`src/rtl/multdiv_sequencer_pkg.sv`:
```
// Shared definitions for the multdiv sequencer and the pipeline bypass/stall logic.
// Holds the mul/div ALU opcodes, the sequencer state encoding and the exception defaults.
package multdiv_sequencer_pkg;

  localparam logic [4:0]  ALU_OP_MUL = 5'b00110;
  localparam logic [4:0]  ALU_OP_DIV = 5'b00111;

  localparam int          DEF_TIMEOUT_CYCLES = 64;
  localparam logic [4:0]  DEF_STATUS_REG     = 5'd30;
  localparam logic [31:0] DEF_MUL_EXC_CODE   = 32'd4;
  localparam logic [31:0] DEF_DIV_EXC_CODE   = 32'd5;

  typedef enum logic [1:0] {
    ST_IDLE  = 2'd0,
    ST_START = 2'd1,
    ST_BUSY  = 2'd2,
    ST_WB    = 2'd3
  } md_state_t;

  typedef enum logic {
    OP_MUL = 1'b0,
    OP_DIV = 1'b1
  } md_op_t;

  function automatic logic [4:0] alu_op_of(input md_op_t op);
    return (op == OP_DIV) ? ALU_OP_DIV : ALU_OP_MUL;
  endfunction

endpackage

```
`src/rtl/multdiv_sequencer_watchdog.sv`:
```
// Watchdog for the multdiv unit: counts BUSY cycles since the start pulse.
// terminal is raised during the TIMEOUT_CYCLES-th enabled cycle after a clear.
module md_watchdog_counter #(
  parameter int TIMEOUT_CYCLES = 64
) (
  input  logic clock,
  input  logic reset,
  input  logic clear,
  input  logic enable,
  output logic terminal
);

  localparam int W = $clog2(TIMEOUT_CYCLES + 1);

  logic [W-1:0] count;

  always_ff @(posedge clock or negedge reset) begin
    if (!reset) begin
      count <= '0;
    end else if (clear) begin
      count <= '0;
    end else if (enable && !terminal) begin
      count <= count + 1'b1;
    end
  end

  assign terminal = (count == W'(TIMEOUT_CYCLES - 1));

endmodule

```
`src/rtl/multdiv_sequencer.sv`:
```
// Sequences one mul/div through the shared multdiv unit: capture, start pulse,
// wait for ready (or watchdog), then hold the writeback payload until acknowledged.
//
// state    | meaning
// ST_IDLE  | no op in flight; accepts exactly one of issue_mul/issue_div
// ST_START | one-cycle start pulse to multdiv, watchdog cleared
// ST_BUSY  | waiting for md_ready or watchdog terminal count
// ST_WB    | payload presented to writeback until wb_ack
module multdiv_sequencer
  import multdiv_sequencer_pkg::*;
#(
  parameter int          TIMEOUT_CYCLES = DEF_TIMEOUT_CYCLES,
  parameter logic [4:0]  STATUS_REG     = DEF_STATUS_REG,
  parameter logic [31:0] MUL_EXC_CODE   = DEF_MUL_EXC_CODE,
  parameter logic [31:0] DIV_EXC_CODE   = DEF_DIV_EXC_CODE
) (
  input  logic        clock,
  input  logic        reset,
  input  logic        issue_mul,
  input  logic        issue_div,
  input  logic [4:0]  issue_rd,
  input  logic [31:0] operand_a,
  input  logic [31:0] operand_b,
  input  logic        abort,
  output logic        md_ctrl_mult,
  output logic        md_ctrl_div,
  output logic [31:0] md_a,
  output logic [31:0] md_b,
  input  logic [31:0] md_result,
  input  logic        md_exception,
  input  logic        md_ready,
  output logic        stall,
  output logic        busy,
  output logic        wb_valid,
  output logic [4:0]  wb_rd,
  output logic [31:0] wb_data,
  output logic        wb_exception,
  input  logic        wb_ack
);

  md_state_t   state, state_d;
  md_op_t      op_q;
  logic [4:0]  rd_q;
  logic [31:0] result_q;
  logic        exc_q;
  logic        issue;
  logic        wd_terminal;

  assign issue = issue_mul ^ issue_div;

  md_watchdog_counter #(
    .TIMEOUT_CYCLES(TIMEOUT_CYCLES)
  ) u_watchdog (
    .clock   (clock),
    .reset   (reset),
    .clear   (state == ST_START),
    .enable  (state == ST_BUSY),
    .terminal(wd_terminal)
  );

  always_ff @(posedge clock or negedge reset) begin
    if (!reset) begin
      state <= ST_IDLE;
    end else begin
      state <= state_d;
    end
  end

  always_comb begin
    state_d = state;
    unique case (state)
      ST_IDLE:  if (issue) state_d = ST_START;
      ST_START: state_d = ST_BUSY;
      ST_BUSY:  if (md_ready || wd_terminal) state_d = ST_WB;
      ST_WB:    if (wb_ack) state_d = ST_IDLE;
      default:  state_d = ST_IDLE;
    endcase
    if (abort) state_d = ST_IDLE;
  end

  // md_ready in BUSY wins over a coincident watchdog terminal count
  always_ff @(posedge clock or negedge reset) begin
    if (!reset) begin
      op_q     <= OP_MUL;
      rd_q     <= '0;
      md_a     <= '0;
      md_b     <= '0;
      result_q <= '0;
      exc_q    <= 1'b0;
    end else if (!abort) begin
      if (state == ST_IDLE && issue) begin
        op_q <= issue_div ? OP_DIV : OP_MUL;
        rd_q <= issue_rd;
        md_a <= operand_a;
        md_b <= operand_b;
      end
      if (state == ST_BUSY) begin
        if (md_ready) begin
          result_q <= md_result;
          exc_q    <= md_exception;
        end else if (wd_terminal) begin
          result_q <= '0;
          exc_q    <= 1'b1;
        end
      end
    end
  end

  always_comb begin
    md_ctrl_mult = 1'b0;
    md_ctrl_div  = 1'b0;
    wb_valid     = 1'b0;
    wb_exception = 1'b0;
    wb_rd        = '0;
    wb_data      = '0;
    busy         = (state != ST_IDLE);
    stall        = 1'b0;
    unique case (state)
      ST_IDLE:  stall = issue;
      ST_START: stall = 1'b1;
      ST_BUSY:  stall = 1'b1;
      ST_WB:    stall = !wb_ack;
      default:  stall = 1'b0;
    endcase
    if (state == ST_START && !abort) begin
      md_ctrl_mult = (op_q == OP_MUL);
      md_ctrl_div  = (op_q == OP_DIV);
    end
    if (state == ST_WB && !abort) begin
      wb_valid     = 1'b1;
      wb_exception = exc_q;
      wb_rd        = exc_q ? STATUS_REG : rd_q;
      wb_data      = exc_q ? ((op_q == OP_DIV) ? DIV_EXC_CODE : MUL_EXC_CODE) : result_q;
    end
  end

endmodule
```
`config.mk`:
```
export PLATFORM = sky130hd
export DESIGN_NAME = multdiv_sequencer
export DESIGN_NICKNAME = d
export VERILOG_FILES = /design/src/rtl/multdiv_sequencer_pkg.sv /design/src/rtl/multdiv_sequencer_watchdog.sv /design/src/rtl/multdiv_sequencer.sv
export SDC_FILE = /design/constraint.sdc
export NUM_CORES = 1
export LEC_CHECK = 0
export ABC_AREA = 0
export BUFFER_PORTS_ARGS = -buffer_cell sky130_fd_sc_hd__buf_2
export CAP_MARGIN = 20
export CORE_ASPECT_RATIO = 1.5
export CORE_UTILIZATION = 46
export CTS_CLUSTER_DIAMETER = 120
export DETAILED_ROUTE_END_ITERATION = 12
export PLACE_DENSITY_LB_ADDON = 0.08
export RECOVER_POWER = 50
export SKIP_LAST_GASP = 1
export SLEW_MARGIN = 0
export SYNTH_ARGS = -nofsm -noshare
export SYNTH_HDL_FRONTEND = slang
export SYNTH_HIERARCHICAL = 1
export SYNTH_SLANG_ARGS = --single-unit
```
`constraint.sdc`:
```
create_clock -name clock -period 2.18 [get_ports clock]
set_input_delay 0.436 -clock clock [delete_from_list [all_inputs] [get_ports clock]]
set_output_delay 0.436 -clock clock [all_outputs]
set_load 0.005 [all_outputs]
```
# Word level (Yosys, flattened, before mapping)
# Cells that the tools add are included.
dict set report word_totals {
  ff_bits 112
  out_inout_bits 107
}
dict set report classes {
  addsub 1
  n_eq_ne 7
  n_mux 22
  bitwise 3
  n_reduce_logical 16
}
# op n
set ops {}
lappend ops {{two-way mux 32 bit} 4}
lappend ops {{two-way mux 7 bit} 2}
lappend ops {{two-way mux 5 bit} 2}
lappend ops {{!= test 3 bit, second input constant} 3}
lappend ops {{two-way mux 1 bit} 8}
lappend ops {{two-way mux 2 bit} 4}
lappend ops {{one-hot mux 2 bit (4 select lines)} 1}
lappend ops {{adder 7 x 1 -> 7 bit, second input constant} 1}
lappend ops {{== test 7 x 6 -> 1 bit, second input constant} 1}
lappend ops {{AND reduction 3 bit} 2}
lappend ops {{nonzero test 2 bit} 3}
lappend ops {{== test 2 bit, second input constant} 2}
lappend ops {{logical AND 1 bit} 4}
lappend ops {{zero test 1 bit} 3}
lappend ops {{one-hot mux 1 bit (3 select lines)} 1}
lappend ops {{== test 2 x 1 -> 1 bit, second input constant} 1}
lappend ops {{zero test 2 bit} 1}
lappend ops {{inverter 1 bit} 2}
lappend ops {{AND reduction 2 bit} 1}
lappend ops {{OR reduction 2 bit} 1}
lappend ops {{logical OR 1 bit} 1}
lappend ops {{XOR 1 bit} 1}

# Logic depth before layout (Yosys ltp)
dict set report depth {
  depth_word 5
  depth_mapped 9
  depth_no_buf 7
}

# Hierarchy
# Netlist, hierarchy kept.
# module n_inst cells_per_inst area_per_inst_um2 seq_area_each_um2
set modules_own_cells {}
lappend modules_own_cells {multdiv_sequencer 1 368 4584.4 2627.5}
lappend modules_own_cells {md_watchdog_counter 1 38 409.1 175.2}

# Worst setup path before layout
# OpenSTA, ideal clock, no wires.
dict set report synth_path {
  path_type {register to register}
  from {register u_watchdog.count[0]}
  to {register result_q[10]}
  arrival_time_ps 1795
  required_ps 2101
  setup_slack_ps 306
  path_stages_with_launch 10
  n_path_buf 2
  cell_sequence {dfrtp_1 -> ha_1 -> nand2_1 -> or3_4 -> inv_1 -> nor2_1 -> nor3b_1 -> buf_2 -> buf_4 -> mux2i_1}
}
dict set report synth_via {
  elab_chain_cells 3
}
# element line
set synth_lines {}
lappend synth_lines {{start, declared} multdiv_sequencer_watchdog.sv:15} ;# logic [W-1:0] count;
lappend synth_lines {{start signal, assigned} multdiv_sequencer_watchdog.sv:23} ;# count <= count + 1'b1;
lappend synth_lines {{== test 7 x 6 -> 1 bit} multdiv_sequencer_watchdog.sv:27} ;# assign terminal = (count == W'(TIMEOUT_CYCLES - 1));
lappend synth_lines {{net wd_terminal} multdiv_sequencer.sv:47} ;# logic wd_terminal;
lappend synth_lines {{nonzero test 2 bit (no line)} n/a}
lappend synth_lines {{AND reduction 3 bit (no line)} n/a}
lappend synth_lines {{end signal, assigned} multdiv_sequencer.sv:99} ;# result_q <= md_result;
lappend synth_lines {{end, declared} multdiv_sequencer.sv:44} ;# logic [31:0] result_q;
# The timed path passes the listed nets, and every way through them passes these cells.
# A chain may end at the register's enable or synchronous reset.

# Worst setup path in the final report
dict set report layout_path {
  from {register state[1]}
  to {output wb_rd[0]}
}
dict set report layout_via {
  elab_chain_cells 3
}
# element line
set layout_lines {}
lappend layout_lines {{start, declared} multdiv_sequencer.sv:41} ;# md_state_t state, state_d;
lappend layout_lines {{start signal, assigned} multdiv_sequencer.sv:65} ;# state <= state_d;
lappend layout_lines {{== test 2 bit} multdiv_sequencer.sv:129} ;# if (state == ST_WB && !abort) begin
lappend layout_lines {{logical AND 1 bit} multdiv_sequencer.sv:129}
lappend layout_lines {{two-way mux 5 bit} multdiv_sequencer.sv:129}
lappend layout_lines {{end, declared} multdiv_sequencer.sv:35} ;# output logic [4:0] wb_rd,
# No other way between the ends.

==> flow_summary.toml <==
[worst_setup_path]
worstPathRequired_ns = 1.74
worst-setup-path-type = "register to output pin"
crit_path_max_incr_delay_ns = 0.44
crit_path_end_kind = "output pin"
path_cells = "ha_1 > nand2b_4 > buf_12 > inv_1 > and3_1 > buf_2"
critPathMaxFanout = 18
critPathLaunchType = "register"
path_delay_family = "flip-flops"
ff2ff_path_depth = 8
crit_cells = 6
r2r_start = "u_watchdog/count[0]"
critical_path_buf_inv_count = 3
arrival_ns = 1.66
r2r_end = "result_q[11]"
r2r_setup_slack_ns = 0.14
cp_slowest_cell = "dfrtp_2"

[pwr]
p_switching_mw = 2.501
peakVddDrop_uv = 747.0
power.total_mw = 8.082
internal_power_mw = 5.581
p_seq_frac = 0.438
power_frac_comb = 0.340
p_per_area_nw_per_um2 = 1231
swShare = 0.3094
p_leak_nw = 3.250
p_clk_frac = 0.222

[detailed_routing]
routed_wl_mm = 11.44
first_iter_violations = 171
vias_per_cell = 4.832
post-route-drc-count = 0
wl_per_cell_um = 14.93
drt_first_pass_iters = 4
ant_nets = 0
via_count = 3701

[outcome]
violations = "slew limit"
status = "finished with violations"

[synth]
async_reset_ff_frac = 1.000
synth_flop_cell = "dfrtp_1"
yosysSeqAreaShare = 0.5613
synth_cells = 406
avgSynthCellArea_um2 = 12.30
synth-warning-count = 6
syn-num-nets = 522
synth-edff-count = 0
yosys_register_bits = 112
syn_area_um2 = 4994
synthDistinctLibCells = 35

[place]
dp.final_hpwl_mm = 7.852
dp.cells = 746
place_area_um2 = 6202
io_buffers = 215
routabilityCongestion = 0.7960
post-place-ws_ns = 0.1518

[run]
cap_violations = 0

[floorplan]
ioPinCount = 216
rows = 46
die_area_um2 = 11280
die_w_um = 87.07
initial_utilization = 0.4715
core_um2 = 10590
die-height_um = 129.6

[clock_tree]
h-tree-depth = 3
clk_path_buf_depth = 2
worst_skew_pair.late_latency_ns = 0.34
clkTransAtPathRegs_ns = 0.07
cts_buffers = 9
cts_tree = "yes"
cts_hold_buf = 0
cts.root.buffer_cell = "clkbuf_16"
cts_sinks = 112

[timing]
period_minus_slack_ns = 2.099
whs_ns = 0.3076
finalHoldViolations = 0
rsz0062_at_grt = "yes"
setup_viol = 0
worstMarginPinSlew_ns = 1.511
slew_viol_final = 112
fin_skew_ns = 0.007752
timing.final.crit_share = 0.9628
relSlewSlack = -0.007581
fmax_mhz = 476.4
layout_setup_ws_ns = 0.08100

[min_path]
hold_path_end = "md_a[6]"
worstHoldPathCells = 2
min_path_type = "input port to register"
worstHoldStart = "operand_a[6]"

[cells_and_area]
final_common_cell = "buf_2"
mostFrequentLayoutCells = "190 x buf_2, 111 x dfrtp_1, 59 x mux2_2"
finalNonFillerCells = 766
final_area_um2 = 6565
area_delta_synth_final_pct = 31.47
final_layout_size_suffix_gt1_frac = 0.4638
nets = 732

[global_routing]
grt.total_usage = 0.2015
grt_pass1_vias = 3684
grt_overflow_total = 0
antenna_found_initial = 1
grt_pass1_wl_mm = 17.54
grt_max_degree = 113
[sequential cells by signal (all words and copies together) (netlist names)]
signal and count:
md_a 32, rd_q 5, state 2, md_b 32, result_q 32, exc_q 1, u_watchdog/count 7, op_q 1
[cell type report]
cell class | count | area [um2]
antenna | 1 | 2.502
clock buffer | 10 | 239.0
clock inverter | 6 | 90.09
fill | 917 | 4025
inverter | 39 | 146.4
multi-input combinational | 230 | 1902
sequential | 112 | 2804
tap | 144 | 180.2
timing repair buffer | 224 | 1201
[what timing repair did]
action	4_1_cts	5_1_grt
setup buffers	0	2
endpoints found under the setup margin	0	7
resized for setup	0	6
[per-layer routing]
metal  track usage  vias up  wire length [um]  part of all wire
met3       0.06497       16               829             0.072
met5             0        -                 0                 0
li1              -     1775                 -                 -
met4       0.08529        0               263             0.023
met2        0.3326      135              5633              0.49
met1        0.2410     1775              4711              0.41
[through the flow]
step | setup TNS (ns) | util
floorplan | 0 | -
global placement | 0 | 0.5857
detailed placement | 0 | 0.5857
CTS | 0 | 0.6167
global route | -0.02216 | 0.6197
finish | 0 | 0.6199
[Yosys cell counts, types with 2 or more instances]
library cell / count / area, um2
buf_1: 3 / 11.26
nor2b_1: 4 / 25.02
nor3_1: 31 / 155.2
o21bai_1: 2 / 15.01
mux2i_1: 38 / 380.4
buf_6: 7 / 78.83
inv_1: 39 / 146.4
dfrtp_1: 112 / 2803
mux2_1: 12 / 135.1
buf_2: 4 / 20.02
nor3b_1: 2 / 15.01
ha_1: 7 / 87.58
a21oi_1: 3 / 15.01
a211oi_2: 2 / 25.02
mux2_2: 59 / 664.4
buf_4: 3 / 22.52
nand2b_1: 6 / 37.54
clkbuf_1: 8 / 30.03
nor2_1: 14 / 52.55
nand2_1: 34 / 127.6
and3_1: 2 / 12.51
[worst register-to-register path, stage by stage (launching register included)]
cell and delay, ns:
dfrtp_1 0.38, ha_1 0.22, nand2_1 0.11, or3_4 0.37
inv_1 0.07, nor2_1 0.05, nor3b_2 0.20, clkbuf_16 0.29
mux2i_1 0.26
[power by group through the flow]
stage          clock [mW]  sequential, mW  combinational [mW]
2_1_floorplan           0            3.57                1.63
3_3_place_gp            0            3.53                2.72
3_5_place_dp            0            3.56                2.81
4_1_cts              1.84            3.54                2.82
5_1_grt              1.91            3.67                3.05
6_report             1.79            3.54                2.75
[worst max path at each step]
| stage | slack, ns | startpoint | to |
|---|---|---|---|
| 6_report | 0.08 | state[1] | wb_rd[0] |
| 5_1_grt | -0.01 | u_watchdog/count[0] | result_q[14] |
| 3_5_place_dp | 0.15 | u_watchdog/count[0] | result_q[14] |
| 3_3_place_gp | 0.26 | u_watchdog/count[0] | result_q[27] |
| 2_1_floorplan | 0.31 | u_watchdog/count[0] | result_q[10] |
| 4_1_cts | 0.02 | state[1] | md_ctrl_mult |
[kinds of logic after synthesis]
kind of cell,synth area share
flip-flops,0.5613
AND/OR/NAND/NOR,0.09872
adder cells (fa/ha/maj),0.01754
AO/OA/AOI/OAI,0.01954
multiplexers,0.2393
XOR/XNOR,0.001754
buffers and inverters,0.06189
No activity file was read; power rests on OpenSTA's default activity.
